## config.mk

```make
export PLATFORM = sky130hd
export DESIGN_NAME = puf_key_sequencer_flat
export DESIGN_NICKNAME = d
export VERILOG_FILES = /design/src/rtl/puf_key_sequencer_if.sv /design/src/rtl/puf_key_sequencer.sv /design/src/flat_wrapper.sv
export SDC_FILE = /design/constraint.sdc
export NUM_CORES = 1
export LEC_CHECK = 0
export ABC_AREA = 1
export CORE_MARGIN = 4
export CORE_UTILIZATION = 30
export DETAILED_ROUTE_END_ITERATION = 6
export PLACE_DENSITY = 0.53
export SLEW_MARGIN = 10
export SYNTH_ARGS = -nofsm -noshare
export SYNTH_HDL_FRONTEND = slang
export SYNTH_SLANG_ARGS = --single-unit
```

## constraint.sdc

```tcl
create_clock -name clk -period 4.1 [get_ports clk]
set_input_delay 0.615 -clock clk [delete_from_list [all_inputs] [get_ports clk]]
set_output_delay 0.615 -clock clk [all_outputs]
set_load 0.1 [all_outputs]
```

## src/rtl/puf_key_sequencer_if.sv

```systemverilog
`timescale 1ns/1ps
`default_nettype none
// ============================================================================
//  Module   : puf_key_sequencer_if
//  Purpose  : Bundles the host key-request handshake and the PUF control /
//             sample signals of the PUF key sequencer.
//  Revision : 1.0  initial release
// ============================================================================
interface puf_key_sequencer_if #(
  parameter int TOT_CNT_BITS   = 32,
  parameter int CHALLENGE_BITS = 4,
  parameter int KEY_BITS       = 64
);
  // Host side
  logic                      gen_start;
  logic [CHALLENGE_BITS-1:0] chal_first;
  logic [CHALLENGE_BITS-1:0] chal_last;
  logic                      busy;
  logic [KEY_BITS-1:0]       key;
  logic                      key_valid;
  logic                      key_ready;
  logic                      error;
  // PUF side
  logic                      start_puf;
  logic [CHALLENGE_BITS-1:0] challenge;
  logic [TOT_CNT_BITS-1:0]   puf_response;
  logic                      store_response_puf;
  logic                      puf_done;

  // Sequencer view
  modport slave (
    input  gen_start, chal_first, chal_last, key_ready,
           puf_response, store_response_puf, puf_done,
    output busy, key, key_valid, error, start_puf, challenge
  );

  // Environment view (host and PUF together)
  modport master (
    output gen_start, chal_first, chal_last, key_ready,
           puf_response, store_response_puf, puf_done,
    input  busy, key, key_valid, error, start_puf, challenge
  );
endinterface
`default_nettype wire

```

## src/rtl/puf_key_sequencer.sv

```systemverilog
`timescale 1ns/1ps
`default_nettype none
// ============================================================================
//  Module   : puf_key_sequencer
//  Purpose  : Walks the PUF over a challenge range, pairs stored counter
//             samples into response bits (A > B -> 1), collects KEY_BITS bits
//             and offers the key to the host over a valid/ready handshake.
//  Revision : 1.0  initial release
// ============================================================================
module puf_key_sequencer #(
  parameter int TOT_CNT_BITS   = 32,
  parameter int CHALLENGE_BITS = 4,
  parameter int KEY_BITS       = 64,
  parameter int TIMEOUT_BITS   = 24
) (
  input wire              clk,
  input wire              reset,
  puf_key_sequencer_if.slave bus
);

  localparam int c_IDX_W = (KEY_BITS > 1) ? $clog2(KEY_BITS) : 1;
  localparam logic [c_IDX_W-1:0] c_LAST_IDX = c_IDX_W'(KEY_BITS - 1);

  typedef enum logic [2:0] {
    S_IDLE   = 3'd0,
    S_LAUNCH = 3'd1,
    S_RUN    = 3'd2,
    S_DRAIN  = 3'd3,
    S_NEXT   = 3'd4,
    S_OUTPUT = 3'd5,
    S_ERROR  = 3'd6
  } state_t;

  state_t                    r_state;
  logic [CHALLENGE_BITS-1:0] r_cur_chal;
  logic [CHALLENGE_BITS-1:0] r_chal_last;
  logic [TOT_CNT_BITS-1:0]   r_samp_a;
  logic                      r_have_a;
  logic [c_IDX_W-1:0]        r_bit_idx;
  logic [KEY_BITS-1:0]       r_key;
  logic [TIMEOUT_BITS-1:0]   r_timer;
  logic                      r_busy;
  logic                      r_start_puf;
  logic                      r_key_valid;
  logic                      r_error;

  logic [TIMEOUT_BITS-1:0]   w_timer_next;
  logic                      w_timeout;
  logic                      w_fill;

  // Watchdog fires on the cycle the timer would become all-ones; a store that
  // completes the second sample of the last pair fills the key.
  always_comb begin
    w_timer_next = r_timer + 1'b1;
    w_timeout    = &w_timer_next;
    w_fill       = bus.store_response_puf && r_have_a && (r_bit_idx == c_LAST_IDX);
  end

  // Sequencer FSM; outputs are registered and updated together with the state.
  always_ff @(posedge clk or posedge reset) begin
    if (reset) begin
      r_state     <= S_IDLE;
      r_cur_chal  <= '0;
      r_chal_last <= '0;
      r_samp_a    <= '0;
      r_have_a    <= 1'b0;
      r_bit_idx   <= '0;
      r_key       <= '0;
      r_timer     <= '0;
      r_busy      <= 1'b0;
      r_start_puf <= 1'b0;
      r_key_valid <= 1'b0;
      r_error     <= 1'b0;
    end else begin
      r_start_puf <= 1'b0;
      case (r_state)
        S_IDLE, S_ERROR: begin
          if (bus.gen_start) begin
            r_chal_last <= bus.chal_last;
            r_key       <= '0;
            r_bit_idx   <= '0;
            r_have_a    <= 1'b0;
            r_error     <= 1'b0;
            if (bus.chal_last < bus.chal_first) begin
              // Empty range: fault without ever launching the PUF.
              r_state <= S_ERROR;
              r_error <= 1'b1;
              r_busy  <= 1'b0;
            end else begin
              r_cur_chal  <= bus.chal_first;
              r_state     <= S_LAUNCH;
              r_start_puf <= 1'b1;
              r_busy      <= 1'b1;
            end
          end
        end

        S_LAUNCH: begin
          r_timer  <= '0;
          r_have_a <= 1'b0;
          r_state  <= S_RUN;
        end

        S_RUN: begin
          r_timer <= w_timer_next;
          if (bus.store_response_puf) begin
            if (!r_have_a) begin
              r_samp_a <= bus.puf_response;
              r_have_a <= 1'b1;
            end else begin
              r_key[r_bit_idx] <= (r_samp_a > bus.puf_response);
              r_bit_idx        <= r_bit_idx + 1'b1;
              r_have_a         <= 1'b0;
            end
          end
          // The store above is resolved before done is considered.
          if (w_fill) begin
            if (bus.puf_done) begin
              r_state     <= S_OUTPUT;
              r_busy      <= 1'b0;
              r_key_valid <= 1'b1;
            end else begin
              r_state <= S_DRAIN;
            end
          end else if (bus.puf_done) begin
            // Any unpaired sample of this run is dropped.
            r_have_a <= 1'b0;
            if (r_cur_chal == r_chal_last) begin
              r_state <= S_ERROR;
              r_error <= 1'b1;
              r_busy  <= 1'b0;
            end else begin
              r_state <= S_NEXT;
            end
          end else if (w_timeout) begin
            r_state <= S_ERROR;
            r_error <= 1'b1;
            r_busy  <= 1'b0;
          end
        end

        S_DRAIN: begin
          // Key is full; let the PUF finish so it is idle before any relaunch.
          r_timer <= w_timer_next;
          if (bus.puf_done) begin
            r_state     <= S_OUTPUT;
            r_busy      <= 1'b0;
            r_key_valid <= 1'b1;
          end else if (w_timeout) begin
            r_state <= S_ERROR;
            r_error <= 1'b1;
            r_busy  <= 1'b0;
          end
        end

        S_NEXT: begin
          // cur_chal < chal_last here, so the increment cannot wrap.
          r_cur_chal  <= r_cur_chal + 1'b1;
          r_state     <= S_LAUNCH;
          r_start_puf <= 1'b1;
        end

        S_OUTPUT: begin
          if (bus.key_ready) begin
            r_key_valid <= 1'b0;
            r_state     <= S_IDLE;
          end
        end

        default: begin
          r_state <= S_IDLE;
          r_busy  <= 1'b0;
        end
      endcase
    end
  end

  assign bus.busy      = r_busy;
  assign bus.key       = r_key;
  assign bus.key_valid = r_key_valid;
  assign bus.error     = r_error;
  assign bus.start_puf = r_start_puf;
  assign bus.challenge = r_cur_chal;

endmodule
`default_nettype wire

```

## src/flat_wrapper.sv

```systemverilog
// flat-port wrapper written by rule: the top's interface ports become plain ports
module puf_key_sequencer_flat 
#(
  parameter int TOT_CNT_BITS   = 32,
  parameter int CHALLENGE_BITS = 4,
  parameter int KEY_BITS       = 64,
  parameter int TIMEOUT_BITS   = 24
)
  (clk, reset, bus_gen_start, bus_chal_first, bus_chal_last, bus_key_ready, bus_puf_response, bus_store_response_puf, bus_puf_done, bus_busy, bus_key, bus_key_valid, bus_error, bus_start_puf, bus_challenge);
  puf_key_sequencer_if #(.TOT_CNT_BITS(TOT_CNT_BITS), .CHALLENGE_BITS(CHALLENGE_BITS), .KEY_BITS(KEY_BITS)) bus_i ();
  input wire clk;
  input wire reset;
  input wire logic [$bits(bus_i.gen_start)-1:0] bus_gen_start;
  input wire logic [$bits(bus_i.chal_first)-1:0] bus_chal_first;
  input wire logic [$bits(bus_i.chal_last)-1:0] bus_chal_last;
  input wire logic [$bits(bus_i.key_ready)-1:0] bus_key_ready;
  input wire logic [$bits(bus_i.puf_response)-1:0] bus_puf_response;
  input wire logic [$bits(bus_i.store_response_puf)-1:0] bus_store_response_puf;
  input wire logic [$bits(bus_i.puf_done)-1:0] bus_puf_done;
  output wire logic [$bits(bus_i.busy)-1:0] bus_busy;
  output wire logic [$bits(bus_i.key)-1:0] bus_key;
  output wire logic [$bits(bus_i.key_valid)-1:0] bus_key_valid;
  output wire logic [$bits(bus_i.error)-1:0] bus_error;
  output wire logic [$bits(bus_i.start_puf)-1:0] bus_start_puf;
  output wire logic [$bits(bus_i.challenge)-1:0] bus_challenge;
  assign bus_i.gen_start = bus_gen_start;
  assign bus_i.chal_first = bus_chal_first;
  assign bus_i.chal_last = bus_chal_last;
  assign bus_i.key_ready = bus_key_ready;
  assign bus_i.puf_response = bus_puf_response;
  assign bus_i.store_response_puf = bus_store_response_puf;
  assign bus_i.puf_done = bus_puf_done;
  assign bus_busy = bus_i.busy;
  assign bus_key = bus_i.key;
  assign bus_key_valid = bus_i.key_valid;
  assign bus_error = bus_i.error;
  assign bus_start_puf = bus_i.start_puf;
  assign bus_challenge = bus_i.challenge;
  puf_key_sequencer #(.TOT_CNT_BITS(TOT_CNT_BITS), .CHALLENGE_BITS(CHALLENGE_BITS), .KEY_BITS(KEY_BITS), .TIMEOUT_BITS(TIMEOUT_BITS)) u_core (.clk(clk), .reset(reset), .bus(bus_i));
endmodule
```

==> flow_summary.ini, run 1 <==
[die]
die_w_microns = 175.7
die_area_sq_um = 30860
io_pins = 118
core_area_sq_um = 27780
start_util = 0.3035
die_h_microns = 175.7
rows = 61

[route]
viasPerCell = 4.770
finalWirelength_microns = 22820
wl_per_cell_microns = 14.44
drc_errors = 0
drt_iter0_markers = 464
num_vias = 7542
ant_nets = 0
first_pass_iters = 5

[logic_synthesis]
netlist.area_leader.share = 0.4214
yosys.cell_types.count = 40
async_flop_share = 1.000
syn_inst = 1091
synth-edff-count = 0
ys_ff_latch = 142
yosysTopAreaCell = dfrtp_1
ys_seq_area_frac = 0.4214
syn_avg_cell_area_sq_um = 7.730
ys.flop_type = dfrtp_1
syn-cell-area_sq_um = 8433
yosys_warnings = 0
synth_area_leaders = dfrtp_1, nand2_1, nand3_1, ha_1, inv_1
syn_nets = 1178

[power]
p_int_mw = 3.288
powerDensity_nw_per_um2 = 552.2
pwr-share-comb = 0.401
p_clk_frac = 0.282
switching_power_mw = 2.528
p_sw_frac = 0.4346
leakagePower_nw = 4.885
p_total_mw = 5.816
ir_drop_mv = 0.5036
seqPwrFrac = 0.317

[clock_tree]
post_cts_resized = 0
clock_latency_ns = 0.43
cts_hold_buf = 0
post_cts.repair.setup_buffers = 0
numCtsBuffers = 17
cts_htree_levels = 4
cts.reportedPaths.clkPinSlew_ns = 0.06
clkSinkCount = 142
clockBufferDepth = 2
cts_root_buf = clkbuf_16
cts_tree = done

[cells_and_area]
fin_cells = 1581
num_antenna_cells = 0
layout_commonest_cell = nand2_1
final_net_count = 1278
drive_above_1_share = 0.07731
seq_area_sq_um = 3553
fillers = 2892
multiInputGateArea_sq_um = 4170
area_delta_synth_final_pct = 24.91
final_cell_mix = nand2_1, dfrtp_1, nand3_1

[timing]
min_period_ns = 2.688
setup-tns-final_ns = 0
finalMaxSlewViolations = 0
worst_slew_margin_rel = 0.2832
period_share = 0.6557
skew_ns = 0.01505
max_freq_ghz = 0.3720
rsz0062_at_grt = no
tightest_slew_ns = 1.072
final_hold_viol_count = 0
setup_viol = 0

[global_route]
grt_antenna_before_repair = 0
grt_pass1_wl_microns = 38070
grt_remaining_overflow = 0
grt_max_degree = 79
grt_util_all_layers = 0.1506
grt_pass1_vias = 7477

[critical_path]
worst_ep_required_time_ns = 3.48
cp_slowest_cell = clkdlybuf4s50_1
path_cells = clkdlybuf4s50_1
critPathBufInv = 1
crit_fanout = 5
crit_path_start_kind = flip-flop
arrival_ns = 2.07
end_kind = output port
crit_family = buffers and inverters
cp_slowest_stage_delay_ns = 1.19
crit_type = flip-flop to output port

[run_status]
status = complete, no violations

[min_path]
min_path_type = flip-flop to flip-flop

[job]
cap_violations = 0

[placement]
placedCellCount = 1550
gp_congestion = 0.8442
hpwlAfterDp_microns = 15870
place.port_buffers = 117
==> registers in the layout, indices dropped and copies added (netlist names) <==
| name | count |
|---|---|
| u_core.r_timer | 24 |
| u_core.bus.busy | 1 |
| u_core.r_state | 3 |
| u_core.r_have_a | 1 |
| u_core.r_chal_last | 4 |
| u_core.bus.key_valid | 1 |
| u_core.bus.error | 1 |
| u_core.bus.key | 64 |
| u_core.r_samp_a | 32 |
| u_core.bus.start_puf | 1 |
| u_core.bus.challenge | 4 |
| u_core.r_bit_idx | 6 |
==> final cells by class <==
class                   count  area share
flip-flops and latches    142      0.3373
clock buffers              20     0.04335
multi-input cells         781      0.3959
inverters                 125     0.04490
well taps                 378     0.04490
repair buffers            124      0.1185
clock inverters            11     0.01508
==> metrics by stage <==
stage / utilization / setup slack, ns / hold slack [ns] / cell area (sq um)
2_1_floorplan: - / 1.708 / 0.4570 / 8437
3_3_place_gp: 0.3570 / 1.179 / 0.4734 / 9918
3_5_place_dp: 0.3570 / 1.122 / 0.4785 / 9918
4_1_cts: 0.3792 / 1.333 / 0.4941 / 10530
5_1_grt: 0.3792 / 1.092 / 0.5208 / 10530
6_report: 0.3792 / 1.412 / 0.4893 / 10530
==> path summary, 6_finish.rpt <==
kind,from,end,slack (ns),cells after the start
setup / recovery,u_core.bus.challenge[2],bus_challenge[2],1.41,1
hold / removal,u_core.r_samp_a[12],u_core.r_samp_a[12],0.49,2
setup reg to reg,u_core.r_state[1],u_core.r_samp_a[29],1.42,6
hold reg to reg,u_core.r_samp_a[12],u_core.r_samp_a[12],0.49,2
max in group asynchronous,reset,u_core.bus.key[62],2.51,3
min in group asynchronous,reset,u_core.bus.error,0.66,2
==> logic make-up after synthesis <==
family                     count (synthesis)  synth area share
and+or+nand+nor                          581            0.3181
buffers and inverters                    168           0.08472
AOI/OAI and AO/OA                        153            0.1088
DFF                                      142            0.4214
adders and majority gates                 41           0.06083
xor gates and xnor gates                   6          0.006231
==> layer usage <==
layer	GRT usage	part of all wire	up-vias
li1	-	-	3821
met1	0.2071	0.48	3548
met2	0.2412	0.46	156
met4	0.04126	0.012	0
met5	0	0	-
met3	0.03250	0.047	17
==> synth_stat cells (all sizes together), types with 12 or more instances <==
cell / instances
nand3: 118
nand4: 12
nand2: 296
ha: 41
inv: 124
o22ai: 12
clkbuf: 15
dfrtp: 142
o211ai: 38
a21oi: 30
buf: 28
nor2: 101
nor3: 49
o21ai: 59
==> power by group through the flow <==
stage | clock network, mW | registers (mW) | logic, mW
finish | 1.64 | 1.84 | 2.33
global placement | 0 | 1.86 | 2.36
detailed placement | 0 | 1.87 | 2.36
floorplan | 0 | 2.10 | 1.60
global route | 1.74 | 1.88 | 2.63
CTS | 1.68 | 1.84 | 2.37
(Power assumes the default switching activity.)
==> run 2, diff against run 1 <==
- PLACE_DENSITY: 0.53 -> 0.51
- clock period: 4.1 -> 2.7 ns (I/O delays scaled with it)
==> flow_summary.ini, run 2 (synthesis results as in run 1) <==
[run_status]
status = complete, no violations

[timing]
worst_slew_margin_rel = 0.6351
tightest_slew_ns = 0.5467
max_freq_ghz = 0.4070
final_hold_viol_count = 0
period_share = 0.9100
setup_viol = 0
setup-tns-final_ns = 0
min_period_ns = 2.457
timing.final.ws_setup_ns = 0.2430
rsz0062_at_grt = no
skew_ns = 0.01263
finalMaxSlewViolations = 0

[cells_and_area]
drive_above_1_share = 0.1472
area_delta_synth_final_pct = 24.18
fin_util = 0.3770
num_antenna_cells = 0
fin_cells = 1594
final_net_count = 1290
final_cell_mix = nand2_1, dfrtp_1, nand3_1
largest_reg_flops = 64
layout_commonest_cell = nand2_1

[die]
core_area_sq_um = 27780
die_area_sq_um = 30860
rows = 61
die_h_microns = 175.7
start_util = 0.3035
die_w_microns = 175.7
io_pins = 118

[global_route]
grt_pass1_vias = 7533
grt_remaining_overflow = 0
use_met2 = 0.2434
grt_util_all_layers = 0.1520
grt_max_degree = 81
grt_antenna_before_repair = 0
gr-max-usage-layer = met2
grt_util_met3 = 0.02518
grt_pass1_wl_microns = 38660
use_met1 = 0.2131

[clock_tree]
post_cts.repair.setup_buffers = 0
cts_tree = done
cts_hold_buf = 0
clockBufferDepth = 2
clock_latency_ns = 0.43
cts_root_buf = clkbuf_16
clkSinkCount = 142
cts.reportedPaths.clkPinSlew_ns = 0.07
cts_htree_levels = 4
numCtsBuffers = 17
post_cts_resized = 0

[critical_path]
worst_ep_required_time_ns = 3.02
crit_type = flip-flop to flip-flop
crit_fanout = 8
end_kind = flip-flop
worstReg2RegEnd = u_core.r_state[0]
crit_start = u_core.r_timer[1]
crit_path_start_kind = flip-flop
arrival_ns = 2.78
r2r-start = u_core.r_timer[1]
r2r_setup_slack_ns = 0.24
worstSetupEndpoint = u_core.r_state[0]
reg2reg_depth = 16

[placement]
gp_congestion = 0.8417
dp_slack_ns = 0.09085
placedCellCount = 1562
place.port_buffers = 117
hpwlAfterDp_microns = 16140

[route]
viasPerCell = 4.779
ant_nets = 0
finalWirelength_microns = 23160
first_pass_iters = 5
wl_per_cell_microns = 14.53
drt_iter0_markers = 574
drc_errors = 0
num_vias = 7618

[job]
cap_violations = 0

[power]
leakagePower_nw = 5.106
ir_drop_mv = 0.7465
powerDensity_nw_per_um2 = 848.4

[min_path]
min_path_type = primary input to async pin
==> run 2: metal layers <==
| layer | routed length, microns | share of wire |
|---|---|---|
| met1 | 11410 | 0.49 |
| met4 | 338 | 0.015 |
| met3 | 960 | 0.041 |
| met2 | 10450 | 0.45 |
| met5 | 0 | 0 |
==> run 2: stage by stage <==
stage | hold WS [ns] | cell area [sq um] | total power [mW]
floorplan | 0.4570 | 8437 | 5.615
global placement | 0.4722 | 9878 | 6.559
detailed placement | 0.4782 | 9878 | 6.564
CTS | 0.2715 | 10470 | 9.023
global route | 0.2920 | 10470 | 9.539
finish | 0.2789 | 10470 | 8.885
==> run 2: final cells by class <==
type	count	area, sq um
fill	2912	17310
multi-input combinational	781	4170
sequential	142	3553
timing repair buffer	136	1209
inverter	125	473.0
tap	378	473.0
clock buffer	17	425.4
clock inverter	15	168.9
==> run 2: critical path, cell delays in order, from the launching register on <==
cell and delay, ns:
dfrtp_1 0.41, ha_1 0.19, nand2_1 0.09, nor2_2 0.32
nand2_1 0.20, nor2_1 0.21, nand3_1 0.09, nand2_1 0.08
nand2_1 0.06, inv_1 0.06, nand2_1 0.05, nor2_1 0.14
nand2_1 0.18, nand2_1 0.10, nand2_1 0.05, nand2_1 0.06
nand2_1 0.04
==> run 2: worst min path at each step <==
stage                          endpoint  slack [ns]  cells after the start
global route         u_core.r_samp_a[1]        0.29                      2
detailed placement  u_core.r_samp_a[23]        0.48                      2
global placement    u_core.r_samp_a[23]        0.47                      2
CTS                  u_core.r_samp_a[0]        0.27                      2
finish               u_core.r_samp_a[0]        0.28                      2
floorplan           u_core.r_samp_a[10]        0.46                      2
==> run 2: where the power goes <==
part | switching, mW | internal (mW) | leakage [nW] | total [mW]
combinational | 2.60 | 1.08 | 2.91 | 3.68
clock | 1.09 | 1.32 | 0.287 | 2.40
sequential | 0.296 | 2.50 | 1.91 | 2.80
==> run 3, diff against run 2 <==
- PLACE_DENSITY: 0.51 -> not set
- TNS_END_PERCENT: not set -> 10
==> flow_summary.ini, run 3 (synthesis results as in run 1) <==
[clock_tree]
post_cts_resized = 0
cts_hold_buf = 0
numCtsBuffers = 17
cts_htree_levels = 4
cts_root_buf = clkbuf_16
cts.reportedPaths.clkPinSlew_ns = 0.07
clockBufferDepth = 2
cts_tree = done
clkSinkCount = 142
post_cts.repair.setup_buffers = 0
clock_latency_ns = 0.42

[cells_and_area]
largest_reg_flops = 64
drive_above_1_share = 0.1486
multiInputGateArea_sq_um = 4170
fillers = 2881
num_antenna_cells = 0
fin_cells = 1596
layout_commonest_cell = nand2_1
final_cell_mix = nand2_1, dfrtp_1, nand3_1
final_net_count = 1292
area_delta_synth_final_pct = 24.60
fin_util = 0.3782
seq_area_sq_um = 3553

[timing]
worst_slew_margin_rel = 0.6008
setup_viol = 0
final_hold_viol_count = 0
rsz0062_at_grt = no
max_freq_ghz = 0.4341
finalMaxSlewViolations = 0
period_share = 0.8532
skew_ns = 0.01368
min_period_ns = 2.304
setup-tns-final_ns = 0
tightest_slew_ns = 0.5982
hold_slack_ns = 0.3111

[critical_path]
worstReg2RegEnd = u_core.r_state[0]
path_cells = ha_1 -> nand2_1 -> nor2_2 -> buf_4 -> nand3_1 -> inv_1 -> nand2_1 -> nand2_1 -> nand2_1 -> nor2_1 -> nand2_1 -> nor2_1 -> nand2_1 -> nand2_1 -> nand2_1 -> nand2_1 -> nand2_1
reg2reg_depth = 17
cp_slowest_stage_delay_ns = 0.41
end_kind = flip-flop
crit_family = simple AND/OR/NAND/NOR gates
r2r_setup_slack_ns = 0.40
crit_type = flip-flop to flip-flop
r2r-start = u_core.r_timer[1]
crit_fanout = 6
critPathBufInv = 2
worst_ep_required_time_ns = 3.01
arrival_ns = 2.61
crit_path_start_kind = flip-flop
cp_slowest_cell = dfrtp_1
crit_top_cell = nand2_1

[global_route]
grt_pass1_vias = 7462
grt_remaining_overflow = 0
grt_pass1_wl_microns = 38670
grt_antenna_before_repair = 0
grt_util_all_layers = 0.1507
grt_max_degree = 66

[die]
start_util = 0.3035
die_w_microns = 175.7
die_h_microns = 175.7
die_area_sq_um = 30860
io_pins = 118
rows = 61
core_area_sq_um = 27780

[route]
finalWirelength_microns = 22990
num_vias = 7735
drc_errors = 0
first_pass_iters = 5
viasPerCell = 4.846
ant_nets = 0
drt_iter0_markers = 689
wl_per_cell_microns = 14.40

[placement]
placedCellCount = 1564
place.port_buffers = 117
hpwlAfterDp_microns = 16320
gp_congestion = 0.8563

[power]
powerDensity_nw_per_um2 = 847.7
ir_drop_mv = 0.8459
p_total_mw = 8.907
leakagePower_nw = 5.121

[run_status]
status = complete, no violations

[min_path]
min_path_type = primary input to async pin

[job]
cap_violations = 0
run 3: through the flow:
stage	setup WS, ns	cell area (sq um)
6_report	0.3963	10510
3_3_place_gp	0.04134	9906
5_1_grt	0.1459	10510
3_5_place_dp	0.05071	9906
4_1_cts	0.4060	10510
2_1_floorplan	0.5179	8437
run 3: worst max-delay path by stage:
stage / from / end / slack, ns / cells after the start
2_1_floorplan: reset / u_core.bus.busy / 0.52 / 1
3_3_place_gp: bus_puf_response[7] / u_core.bus.key[51] / 0.04 / 14
3_5_place_dp: bus_puf_response[7] / u_core.bus.key[53] / 0.05 / 14
4_1_cts: u_core.r_timer[1] / u_core.r_state[0] / 0.41 / 17
5_1_grt: u_core.r_timer[1] / u_core.r_state[0] / 0.15 / 13
6_report: u_core.r_timer[1] / u_core.r_state[0] / 0.40 / 17
run 3: per-layer routing:
layer  GRT usage  vias up  part of all wire
li1            -     3849                 -
met1      0.2162     3682              0.48
met2      0.2388      184              0.46
met3     0.02820       20             0.051
met4     0.03119        0             0.010
met5           0        -                 0
run 3: cell type report:
type | instances | area share
clock inverters | 15 | 0.01679
clock buffers | 17 | 0.04049
flip-flops and latches | 142 | 0.3382
multi-input cells | 781 | 0.3969
well taps | 378 | 0.04501
repair buffers | 138 | 0.1176
inverters | 125 | 0.04501
run 3: where the power goes:
group | internal, mW | switching (mW)
combinational | 1.07 | 2.60
sequential | 2.50 | 0.303
clock | 1.39 | 1.03
total | 4.96 | 3.94
